===== config.mk =====
export PLATFORM = sky130hd
export DESIGN_NAME = dbg_bus_bridge
export DESIGN_NICKNAME = d
export VERILOG_FILES = /design/src/rtl/dbg_bus_pkg.sv /design/src/rtl/dbg_timeout_cnt.sv /design/src/rtl/dbg_bus_bridge.sv
export SDC_FILE = /design/constraint.sdc
export NUM_CORES = 1
export LEC_CHECK = 0
export BUFFER_PORTS_ARGS = -buffer_cell sky130_fd_sc_hd__buf_2
export CELL_PAD_IN_SITES_DETAIL_PLACEMENT = 1
export CELL_PAD_IN_SITES_GLOBAL_PLACEMENT = 1
export CORE_MARGIN = 2
export CORE_UTILIZATION = 37
export CTS_CLUSTER_DIAMETER = 120
export DETAILED_ROUTE_END_ITERATION = 6
export PLACE_DENSITY_LB_ADDON = 0.12
export REMOVE_ABC_BUFFERS = 1
export SLEW_MARGIN = 20
export SYNTH_ARGS = -nofsm -noshare
export SYNTH_HDL_FRONTEND = slang
export SYNTH_SLANG_ARGS = --single-unit

===== constraint.sdc =====
create_clock -name clk -period 12.5 [get_ports clk]
set_clock_uncertainty 0.15 [all_clocks]
set_input_delay 3.75 -clock clk [delete_from_list [all_inputs] [get_ports clk]]
set_output_delay 3.75 -clock clk [all_outputs]
set_load 0.01 [all_outputs]

===== src/rtl/dbg_bus_pkg.sv =====
// Shared types and constants for the debug memory-access bridge.
package dbg_bus_pkg;

   typedef enum logic [1:0] {
      ST_IDLE = 2'd0,
      ST_REQ  = 2'd1,
      ST_WAIT = 2'd2,
      ST_RSP  = 2'd3
   } dbg_state_t;

   localparam logic [3:0] SEL_WORD = 4'b1111;

   localparam logic [3:0] WEN_READ = 4'b0000;
   localparam logic [3:0] WEN_B0   = 4'b0001;
   localparam logic [3:0] WEN_B1   = 4'b0010;
   localparam logic [3:0] WEN_B2   = 4'b0100;
   localparam logic [3:0] WEN_B3   = 4'b1000;
   localparam logic [3:0] WEN_H0   = 4'b0011;
   localparam logic [3:0] WEN_H1   = 4'b1100;
   localparam logic [3:0] WEN_WORD = 4'b1111;

   // Only naturally aligned byte, halfword and word lane patterns are legal.
   function automatic logic wen_legal(input logic [3:0] wen);
      case (wen)
         WEN_READ, WEN_B0, WEN_B1, WEN_B2, WEN_B3,
         WEN_H0, WEN_H1, WEN_WORD: return 1'b1;
         default:                  return 1'b0;
      endcase
   endfunction

endpackage


===== src/rtl/dbg_timeout_cnt.sv =====
// Response timeout counter: cleared at request issue, expires on its LIMIT-th enabled cycle.
module dbg_timeout_cnt #(
   parameter int unsigned LIMIT = 255
) (
   input  logic clk,
   input  logic rst,
   input  logic clr,
   input  logic en,
   output logic expired
);

   localparam int unsigned CW = $clog2(LIMIT + 1);

   logic [CW-1:0] cnt;

   always_ff @(posedge clk or posedge rst) begin
      if (rst) begin
         cnt <= '0;
      end else if (clr) begin
         cnt <= '0;
      end else if (en && !expired) begin
         cnt <= cnt + 1'b1;
      end
   end

   assign expired = en && (cnt == CW'(LIMIT - 1));

endmodule


===== src/rtl/dbg_bus_bridge.sv =====
// Debug memory-access bridge: one word access at a time from the debug module to the system bus.
// Optional response timeout and late-response drain enabled by DBG_BRIDGE_TIMEOUT_EN.
module dbg_bus_bridge
   import dbg_bus_pkg::*;
#(
   parameter int unsigned ADDR_W         = 32,
   parameter int unsigned DATA_W         = 32,
   parameter int unsigned TIMEOUT_CYCLES = 255
) (
   input  logic              clk,
   input  logic              rst,
   input  logic              dbg_req_valid_i,
   output logic              dbg_req_ready_o,
   input  logic [3:0]        dbg_wen_i,
   input  logic [ADDR_W-1:0] dbg_addr_i,
   input  logic [DATA_W-1:0] dbg_wdata_i,
   output logic              dbg_rsp_valid_o,
   input  logic              dbg_rsp_ready_i,
   output logic [DATA_W-1:0] dbg_rdata_o,
   output logic              dbg_err_o,
   output logic              bus_req_valid_o,
   input  logic              bus_req_ready_i,
   output logic              bus_we_o,
   output logic [3:0]        bus_sel_o,
   output logic [ADDR_W-1:0] bus_addr_o,
   output logic [DATA_W-1:0] bus_wdata_o,
   input  logic              bus_rsp_valid_i,
   output logic              bus_rsp_ready_o,
   input  logic [DATA_W-1:0] bus_rdata_i,
   input  logic              bus_err_i,
   output logic              busy_o
);

   dbg_state_t        state_q, state_d;
   logic              accept, take_rsp, timeout;
   logic              to_expired, drain_q;
   logic              we_q;
   logic [3:0]        sel_q;
   logic [ADDR_W-1:0] addr_q;
   logic [DATA_W-1:0] wdata_q, rdata_q;
   logic              err_q;

`ifdef DBG_BRIDGE_TIMEOUT_EN
   logic cnt_clr, cnt_en;

   assign cnt_clr = accept && (state_d == ST_REQ);
   assign cnt_en  = (state_q == ST_REQ) || (state_q == ST_WAIT);

   dbg_timeout_cnt #(
      .LIMIT (TIMEOUT_CYCLES)
   ) u_timeout_cnt (
      .clk     (clk),
      .rst     (rst),
      .clr     (cnt_clr),
      .en      (cnt_en),
      .expired (to_expired)
   );

   // A timed-out WAIT leaves one response owed by the slave; swallow it before the next access.
   always_ff @(posedge clk or posedge rst) begin
      if (rst) begin
         drain_q <= 1'b0;
      end else if (timeout && (state_q == ST_WAIT)) begin
         drain_q <= 1'b1;
      end else if (drain_q && bus_rsp_valid_i) begin
         drain_q <= 1'b0;
      end
   end
`else
   assign to_expired = 1'b0;
   assign drain_q    = 1'b0;
`endif

   always_ff @(posedge clk or posedge rst) begin
      if (rst) begin
         state_q <= ST_IDLE;
      end else begin
         state_q <= state_d;
      end
   end

   always_comb begin
      state_d  = state_q;
      accept   = 1'b0;
      take_rsp = 1'b0;
      timeout  = 1'b0;
      case (state_q)
         ST_IDLE: begin
            if (dbg_req_valid_i && !drain_q) begin
               accept  = 1'b1;
               state_d = wen_legal(dbg_wen_i) ? ST_REQ : ST_RSP;
            end
         end
         ST_REQ: begin
            if (bus_req_ready_i) begin
               state_d = ST_WAIT;
            end else if (to_expired) begin
               timeout = 1'b1;
               state_d = ST_RSP;
            end
         end
         ST_WAIT: begin
            // A response seen while draining belongs to the abandoned access.
            if (bus_rsp_valid_i && !drain_q) begin
               take_rsp = 1'b1;
               state_d  = ST_RSP;
            end else if (to_expired) begin
               timeout = 1'b1;
               state_d = ST_RSP;
            end
         end
         ST_RSP: begin
            if (dbg_rsp_ready_i) begin
               state_d = ST_IDLE;
            end
         end
         default: state_d = ST_IDLE;
      endcase
   end

   always_ff @(posedge clk or posedge rst) begin
      if (rst) begin
         we_q    <= 1'b0;
         sel_q   <= '0;
         addr_q  <= '0;
         wdata_q <= '0;
         rdata_q <= '0;
         err_q   <= 1'b0;
      end else begin
         if (accept) begin
            we_q    <= |dbg_wen_i;
            sel_q   <= (|dbg_wen_i) ? dbg_wen_i : SEL_WORD;
            addr_q  <= dbg_addr_i & {{(ADDR_W-2){1'b1}}, 2'b00};
            wdata_q <= dbg_wdata_i;
            rdata_q <= '0;
            err_q   <= !wen_legal(dbg_wen_i);
         end
         if (take_rsp) begin
            rdata_q <= (we_q || bus_err_i) ? '0 : bus_rdata_i;
            err_q   <= bus_err_i;
         end
         if (timeout) begin
            rdata_q <= '0;
            err_q   <= 1'b1;
         end
      end
   end

   assign dbg_req_ready_o = (state_q == ST_IDLE) && !drain_q;
   assign dbg_rsp_valid_o = (state_q == ST_RSP);
   assign dbg_rdata_o     = dbg_rsp_valid_o ? rdata_q : '0;
   assign dbg_err_o       = dbg_rsp_valid_o && err_q;
   assign bus_req_valid_o = (state_q == ST_REQ);
   assign bus_we_o        = we_q;
   assign bus_sel_o       = sel_q;
   assign bus_addr_o      = addr_q;
   assign bus_wdata_o     = wdata_q;
   assign bus_rsp_ready_o = (state_q == ST_WAIT) || drain_q;
   assign busy_o          = (state_q != ST_IDLE);

endmodule


==> impl_metrics.yaml, run 1 <==
status:
  outcome: "finished clean"
logic_synthesis:
  synth_compound_area_share_pct: 8.71
  synth_top_family_by_area: "multiplexers"
  synthAdderAreaFrac_pct: 2.39
  synth-simple-area-share_pct: 7.84
  ys_warn_count: 0
  yosysSeqAreaShare_pct: 61.0
  ys_types: 24
  synth_mux_area_share_pct: 16.9
  ys_seq_elements: 102
  avgSynthCellArea_um2: 13.8
  synth-xor-area-share_pct: 0
  mappedNetlistArea_um2: 4180
  synth_cells: 303
timing:
  final-setup-viol-count: 0
  period_minus_slack_ns: 5.82
  tightest_slew_ns: 0.945
  fmax_mhz: 172
  slew_headroom_pct: 37.0
  fin_setup_tns_ns: 0
  finalHoldViolations: 0
  rsz0062_at_grt: "false"
  drv_slew: 0
  hold_ws_ns: 0.320
  finalCritPeriodShare_pct: 46.6
  setup_slack_ns: 6.68
cts:
  cts_tree: "yes"
  cts_resized: 0
  h-tree-depth: 3
  clk_latency_ns: 0.33
  cts_setup_buffers: 0
  numClockSinks: 102
  cts_root_buf: "clkbuf_16"
  numCtsBuffers: 9
  path_clk_slew_ns: 0.06
  cts_hold_buf: 0
  cts.path.max_buffers: 2
grt:
  grt_max_degree: 65
  grt_util_met1_pct: 21.4
  grt_usage_pct: 17.1
  use_met3_pct: 6.23
  grt_pass1_vias: 3128
  grt_pass1_wl_mm: 15.9
  busiest_layer: "met2"
  met2_usage_pct: 27.3
  grt_overflow: 0
  antenna_found_initial: 0
worst_hold_path:
  hold_depth: 2
  hold_class: "register to register"
  hold_end: "bus_sel_o[1]$_DFFE_PP0P_"
  hp-start: "bus_sel_o[1]$_DFFE_PP0P_"
floorplanning:
  core_um2: 10900
  dieHeight_um: 110
  dieArea_um2: 12200
  ioPinCount: 214
  rows: 38
  die_x_um: 110
  start_util_pct: 38.2
place:
  routabilityCongestion: 0.706
  dp_worst_setup_slack_ns: 6.95
  place.port_buffers: 209
  hpwl_mm: 7.67
route:
  drt_iter0_drc: 96
  vias: 3072
  drc: 0
  antenna_left: 0
  drt-total-wl_mm: 10.4
  routedWlPerCell_um: 15.9
  vias_per_cell: 4.70
  drt-pass1-iter-count: 4
setup_path:
  critPathTopFamily: "adder cells"
  crit_buf_inv: 1
  r2r_slack_ns: 10.16
  rr_startpoint: "state_q[0]$_DFFE_PP0P_"
  crit_chain: "ha_1 > and2_1 > buf_2"
  critPathLaunchType: "register"
  arrival_ns: 1.92
  worst-setup-path-type: "register to primary output"
  rr_worst_depth: 5
  end_kind: "primary output"
  cp_max_fo: 35
  rr_endpoint: "bus_addr_o[17]$_DFFE_PP0P_"
  crit_path_top_delay_cell: "ha_1"
  cpPeakStageDelay_ns: 0.80
  cp.required_ns: 8.60
power:
  total_leakage_power_nw: 2.94
  p_sw_w: 0.000439
  seq_power_share_pct: 41.1
  p_sw_share_pct: 33.0
  p_per_area_nw_per_um2: 235
  ir_worst_vdd_uv: 99.3
  power_frac_clock_pct: 20.6
  comb_power_share_pct: 38.2
  p_int_w: 0.000891
cells_and_area:
  nets: 625
  drive_gt1_share_pct: 57.2
  antenna_cells: 0
  area_delta_synth_final_pct: 35.1
run:
  maxCapViolCount: 0
==> placed cells by master (no fill, tap or decap), drive strengths merged, types with 3 or more instances in the layout <==
cell type and count:
a21oi 3, clkbuf 11, buf 213, dfrtp 102
ha 8, a22o 32, nand2 9, inv 9
mux2 62, o21ai 7, nor2b 4, and2 34
==> cell usage after synthesis <==
| master | n | area (um2) |
|---|---|---|
| and2_1 | 34 | 213 |
| nor3b_1 | 2 | 15.0 |
| ha_1 | 8 | 100 |
| a22o_1 | 32 | 280 |
| a21oi_1 | 3 | 15.0 |
| nand2b_1 | 2 | 12.5 |
| conb_1 | 1 | 3.75 |
| o31ai_1 | 1 | 7.51 |
| a311oi_1 | 2 | 17.5 |
| mux2i_1 | 1 | 10.0 |
| o41ai_1 | 1 | 8.76 |
| nor2_1 | 2 | 7.51 |
| mux2_2 | 62 | 698 |
| nand3_1 | 1 | 5.00 |
| o21ai_0 | 7 | 35.0 |
| nor2b_1 | 4 | 25.0 |
| dfrtp_1 | 102 | 2550 |
| nand2_1 | 9 | 33.8 |
| inv_1 | 9 | 33.8 |
| nor3_1 | 1 | 5.00 |
| or4_4 | 1 | 11.3 |
| buf_4 | 2 | 15.0 |
| clkbuf_1 | 3 | 11.3 |
| buf_2 | 13 | 65.1 |
==> kinds of logic after synthesis <==
group                      Yosys count
other                                1
adders and majority gates            8
DFF                                102
and+or+nand+nor                     56
muxes                               63
AOI/OAI and AO/OA                   46
buffers and inverters               27
==> area by class of cell <==
class / count / area, um2
clock inverter: 4 / 47.5
timing repair buffer: 213 / 1080
tap: 140 / 175
clock buffer: 11 / 243
inverter: 9 / 36.3
sequential: 102 / 2550
multi-input combinational: 175 / 1520
fill: 1230 / 5290
==> worst register-to-register path, delay by kind of cell, from the launching register on <==
family | cells | cell delay (ns)
buffers and inverters | 2 | 0.78
adders and majority gates | 1 | 0.22
muxes | 1 | 0.49
DFF | 1 | 0.40
and+or+nand+nor | 1 | 0.18
==> routing by layer <==
metal	routed length (um)	vias up
met1	4220	1475
met3	1060	11
met5	0	-
met2	5000	126
met4	125	0
li1	-	1460
==> sequential cells by signal, summed over array words and instances (netlist names) <==
signal and count:
bus_wdata_o 32, rdata_q 32, bus_addr_o 30, bus_sel_o 4, state_q 2, bus_we_o 1, err_q 1
==> worst max path at each step <==
stage / startpoint / to / slack [ns] / cells after the start
floorplan: dbg_req_valid_i / rdata_q[0]$_DFFE_PP0P_ / 5.70 / 3
global route: state_q[1]$_DFFE_PP0P_ / dbg_rdata_o[17] / 6.46 / 3
CTS: state_q[1]$_DFFE_PP0P_ / dbg_rdata_o[12] / 6.59 / 3
finish: state_q[1]$_DFFE_PP0P_ / dbg_rdata_o[12] / 6.68 / 3
global placement: state_q[1]$_DFFE_PP0P_ / dbg_rdata_o[11] / 6.96 / 3
detailed placement: state_q[1]$_DFFE_PP0P_ / dbg_rdata_o[12] / 6.95 / 3
==> power by group through the flow <==
| stage | Combinational [W] | Clock [W] | Sequential, W |
|---|---|---|---|
| 6_report | 0.000508 | 0.000274 | 0.000547 |
| 5_1_grt | 0.000561 | 0.000296 | 0.000570 |
| 4_1_cts | 0.000523 | 0.000284 | 0.000550 |
| 3_5_place_dp | 0.000522 | 0 | 0.000554 |
| 3_3_place_gp | 0.000510 | 0 | 0.000544 |
| 2_1_floorplan | 0.000253 | 0 | 0.000601 |
==> per-stage QoR <==
step	std cells	util, %	total power (W)	cell area (um2)
after CTS	654	51.6	0.00136	5650
after global placement	639	49.0	0.00105	5360
final	654	51.6	0.00133	5650
after global routing	654	51.6	0.00143	5650
after detailed placement	639	49.0	0.00108	5360
after floorplan	286	-	0.000854	4090
(Power assumes the default switching activity.)
==> run 2, diff against run 1 <==
CORE_UTILIZATION = 31   (was 37)
clock period = 4.7 ns   (was 12.5 ns; I/O delays follow)
==> run 2 against run 1 <==
- clock-buffer cell count down 1
- sequential power rose to 2.7 times the previous value
- via count up 2.6%
- power rose to 2.7 times the previous value
- utilization down 8.4 points
- largest cell class unchanged
- largest power group unchanged
==> impl_metrics.yaml, run 2 (synthesis gave the netlist of run 1 again) <==
floorplanning:
  ioPinCount: 214
  die_x_um: 120
  rows: 42
  dieHeight_um: 120
  start_util_pct: 31.7
  dieArea_um2: 14400
  core_um2: 13200
route:
  vias: 3151
  routedWlPerCell_um: 15.6
  drt-met1-wl_mm: 4.63
  drc: 0
  antenna_left: 0
  drt-total-wl_mm: 10.8
  wl_met2_mm: 5.28
  drt_iter0_drc: 147
  vias_per_cell: 4.55
  top_layer: "met4"
  dr_wl_met3_um: 767
  drt-pass1-iter-count: 4
grt:
  grt_pass1_vias: 3131
  antenna_found_initial: 0
  grt_max_degree: 73
  grt_overflow: 0
  grt_usage_pct: 14.8
  grt_pass1_wl_mm: 16.6
place:
  place.port_buffers: 209
  dp_worst_setup_slack_ns: 1.45
  dp.cells: 676
  routabilityCongestion: 0.676
  hpwl_mm: 7.76
setup_path:
  crit_chain: "ha_2 > and2_1 > buf_2"
  cpPeakStageDelay_ns: 0.56
  rr_endpoint: "bus_wdata_o[25]$_DFFE_PP0P_"
  r2r_slack_ns: 2.37
  critPathLaunchType: "register"
  cp_max_fo: 35
  crit_buf_inv: 1
  rr_worst_depth: 5
  worst-setup-path-type: "register to primary output"
  rr_startpoint: "state_q[0]$_DFFE_PP0P_"
  cp.required_ns: 3.14
  arrival_ns: 1.68
  critPathTopFamily: "adder cells"
  crit_path_top_delay_cell: "ha_2"
  end_kind: "primary output"
cts:
  numClockSinks: 102
  cts_root_buf: "clkbuf_16"
  h-tree-depth: 3
  cts_resized: 0
  path_clk_slew_ns: 0.07
  cts_hold_buf: 0
  cts_tree: "yes"
  numCtsBuffers: 9
  cts_setup_buffers: 0
  cts.path.max_buffers: 2
  clk_latency_ns: 0.34
timing:
  final-setup-viol-count: 0
  finalHoldViolations: 0
  drv_slew: 0
  rsz0062_at_grt: "false"
  period_minus_slack_ns: 3.24
  finalCritPeriodShare_pct: 68.9
  setup_slack_ns: 1.46
  slew_headroom_pct: 40.2
  fin_setup_tns_ns: 0
  tightest_slew_ns: 0.896
  fmax_mhz: 309
cells_and_area:
  multiInputGateArea_um2: 1520
  regArea_um2: 2550
  nFillCells: 1463
  antenna_cells: 0
  final_cell_mix: "209 x buf_2, 102 x dfrtp_1, 62 x mux2_2"
  stdcell_count: 692
  area_delta_synth_final_pct: 36.4
  final_common_cell: "buf_2"
  final_core_util_pct: 43.2
  nets: 626
  drive_gt1_share_pct: 57.8
run:
  maxCapViolCount: 0
worst_hold_path:
  hold_end: "bus_sel_o[1]$_DFFE_PP0P_"
  hp-start: "bus_sel_o[1]$_DFFE_PP0P_"
  hold_depth: 2
  hold_class: "register to register"
power:
  p_sw_share_pct: 34.1
  p_int_w: 0.00233
  power_frac_clock_pct: 20.5
  p_sw_w: 0.00121
  seq_power_share_pct: 41.0
  total_leakage_power_nw: 2.94
  p_per_area_nw_per_um2: 620
  power.total_w: 0.00354
  ir_worst_vdd_uv: 270
  comb_power_share_pct: 38.5
status:
  outcome: "finished clean"
run 2: cell count changes in the layout (fill, tap and decap cells not counted), sizes merged:
cell,change
buf,+1
inv,+3
bufinv,-1
clkbuf,-1
run 2: metal layers:
layer	vias up	track usage (%)
met3	9	4.33
met2	110	23.3
met5	-	0
met4	0	5.74
met1	1560	19.2
li1	1472	-
run 2: layout make-up:
class                   count  area share, %
clock buffers              10           4.19
inverters                   9          0.636
well taps                 176           3.86
clock inverters             6          0.900
repair buffers            214           19.0
flip-flops and latches    102           44.8
multi-input cells         175           26.7
run 2: power groups by stage:
stage | clock network (W) | logic, W | registers (W)
floorplan | 0 | 0.000673 | 0.00160
global placement | 0 | 0.00136 | 0.00145
CTS | 0.000759 | 0.00140 | 0.00146
detailed placement | 0 | 0.00139 | 0.00147
finish | 0.000724 | 0.00136 | 0.00145
global route | 0.000786 | 0.00149 | 0.00151
run 2: worst reg2reg max path, stage by stage (launching register included):
cell and delay [ns]:
dfrtp_1 0.40, inv_1 0.15, ha_1 0.21, and2_2 0.20, buf_4 0.62, mux2_2 0.49
run 2: worst max path at each step:
stage / slack (ns) / from / depth (start not counted) / endpoint
6_report: 1.46 / state_q[1]$_DFFE_PP0P_ / 3 / dbg_rdata_o[23]
5_1_grt: 1.30 / state_q[1]$_DFFE_PP0P_ / 3 / dbg_rdata_o[21]
4_1_cts: 1.07 / state_q[1]$_DFFE_PP0P_ / 3 / dbg_rdata_o[23]
3_5_place_dp: 1.45 / state_q[1]$_DFFE_PP0P_ / 3 / dbg_rdata_o[23]
3_3_place_gp: 1.44 / state_q[1]$_DFFE_PP0P_ / 3 / dbg_rdata_o[11]
2_1_floorplan: 0.24 / dbg_req_valid_i / 3 / rdata_q[0]$_DFFE_PP0P_
run 2: stage by stage:
| step | instance area [um2] | hold WS [ns] |
|---|---|---|
| finish | 5700 | 0.318 |
| global route | 5700 | 0.354 |
| CTS | 5700 | 0.330 |
| detailed placement | 5410 | 0.313 |
| global placement | 5410 | 0.304 |
| floorplan | 4090 | 0.315 |
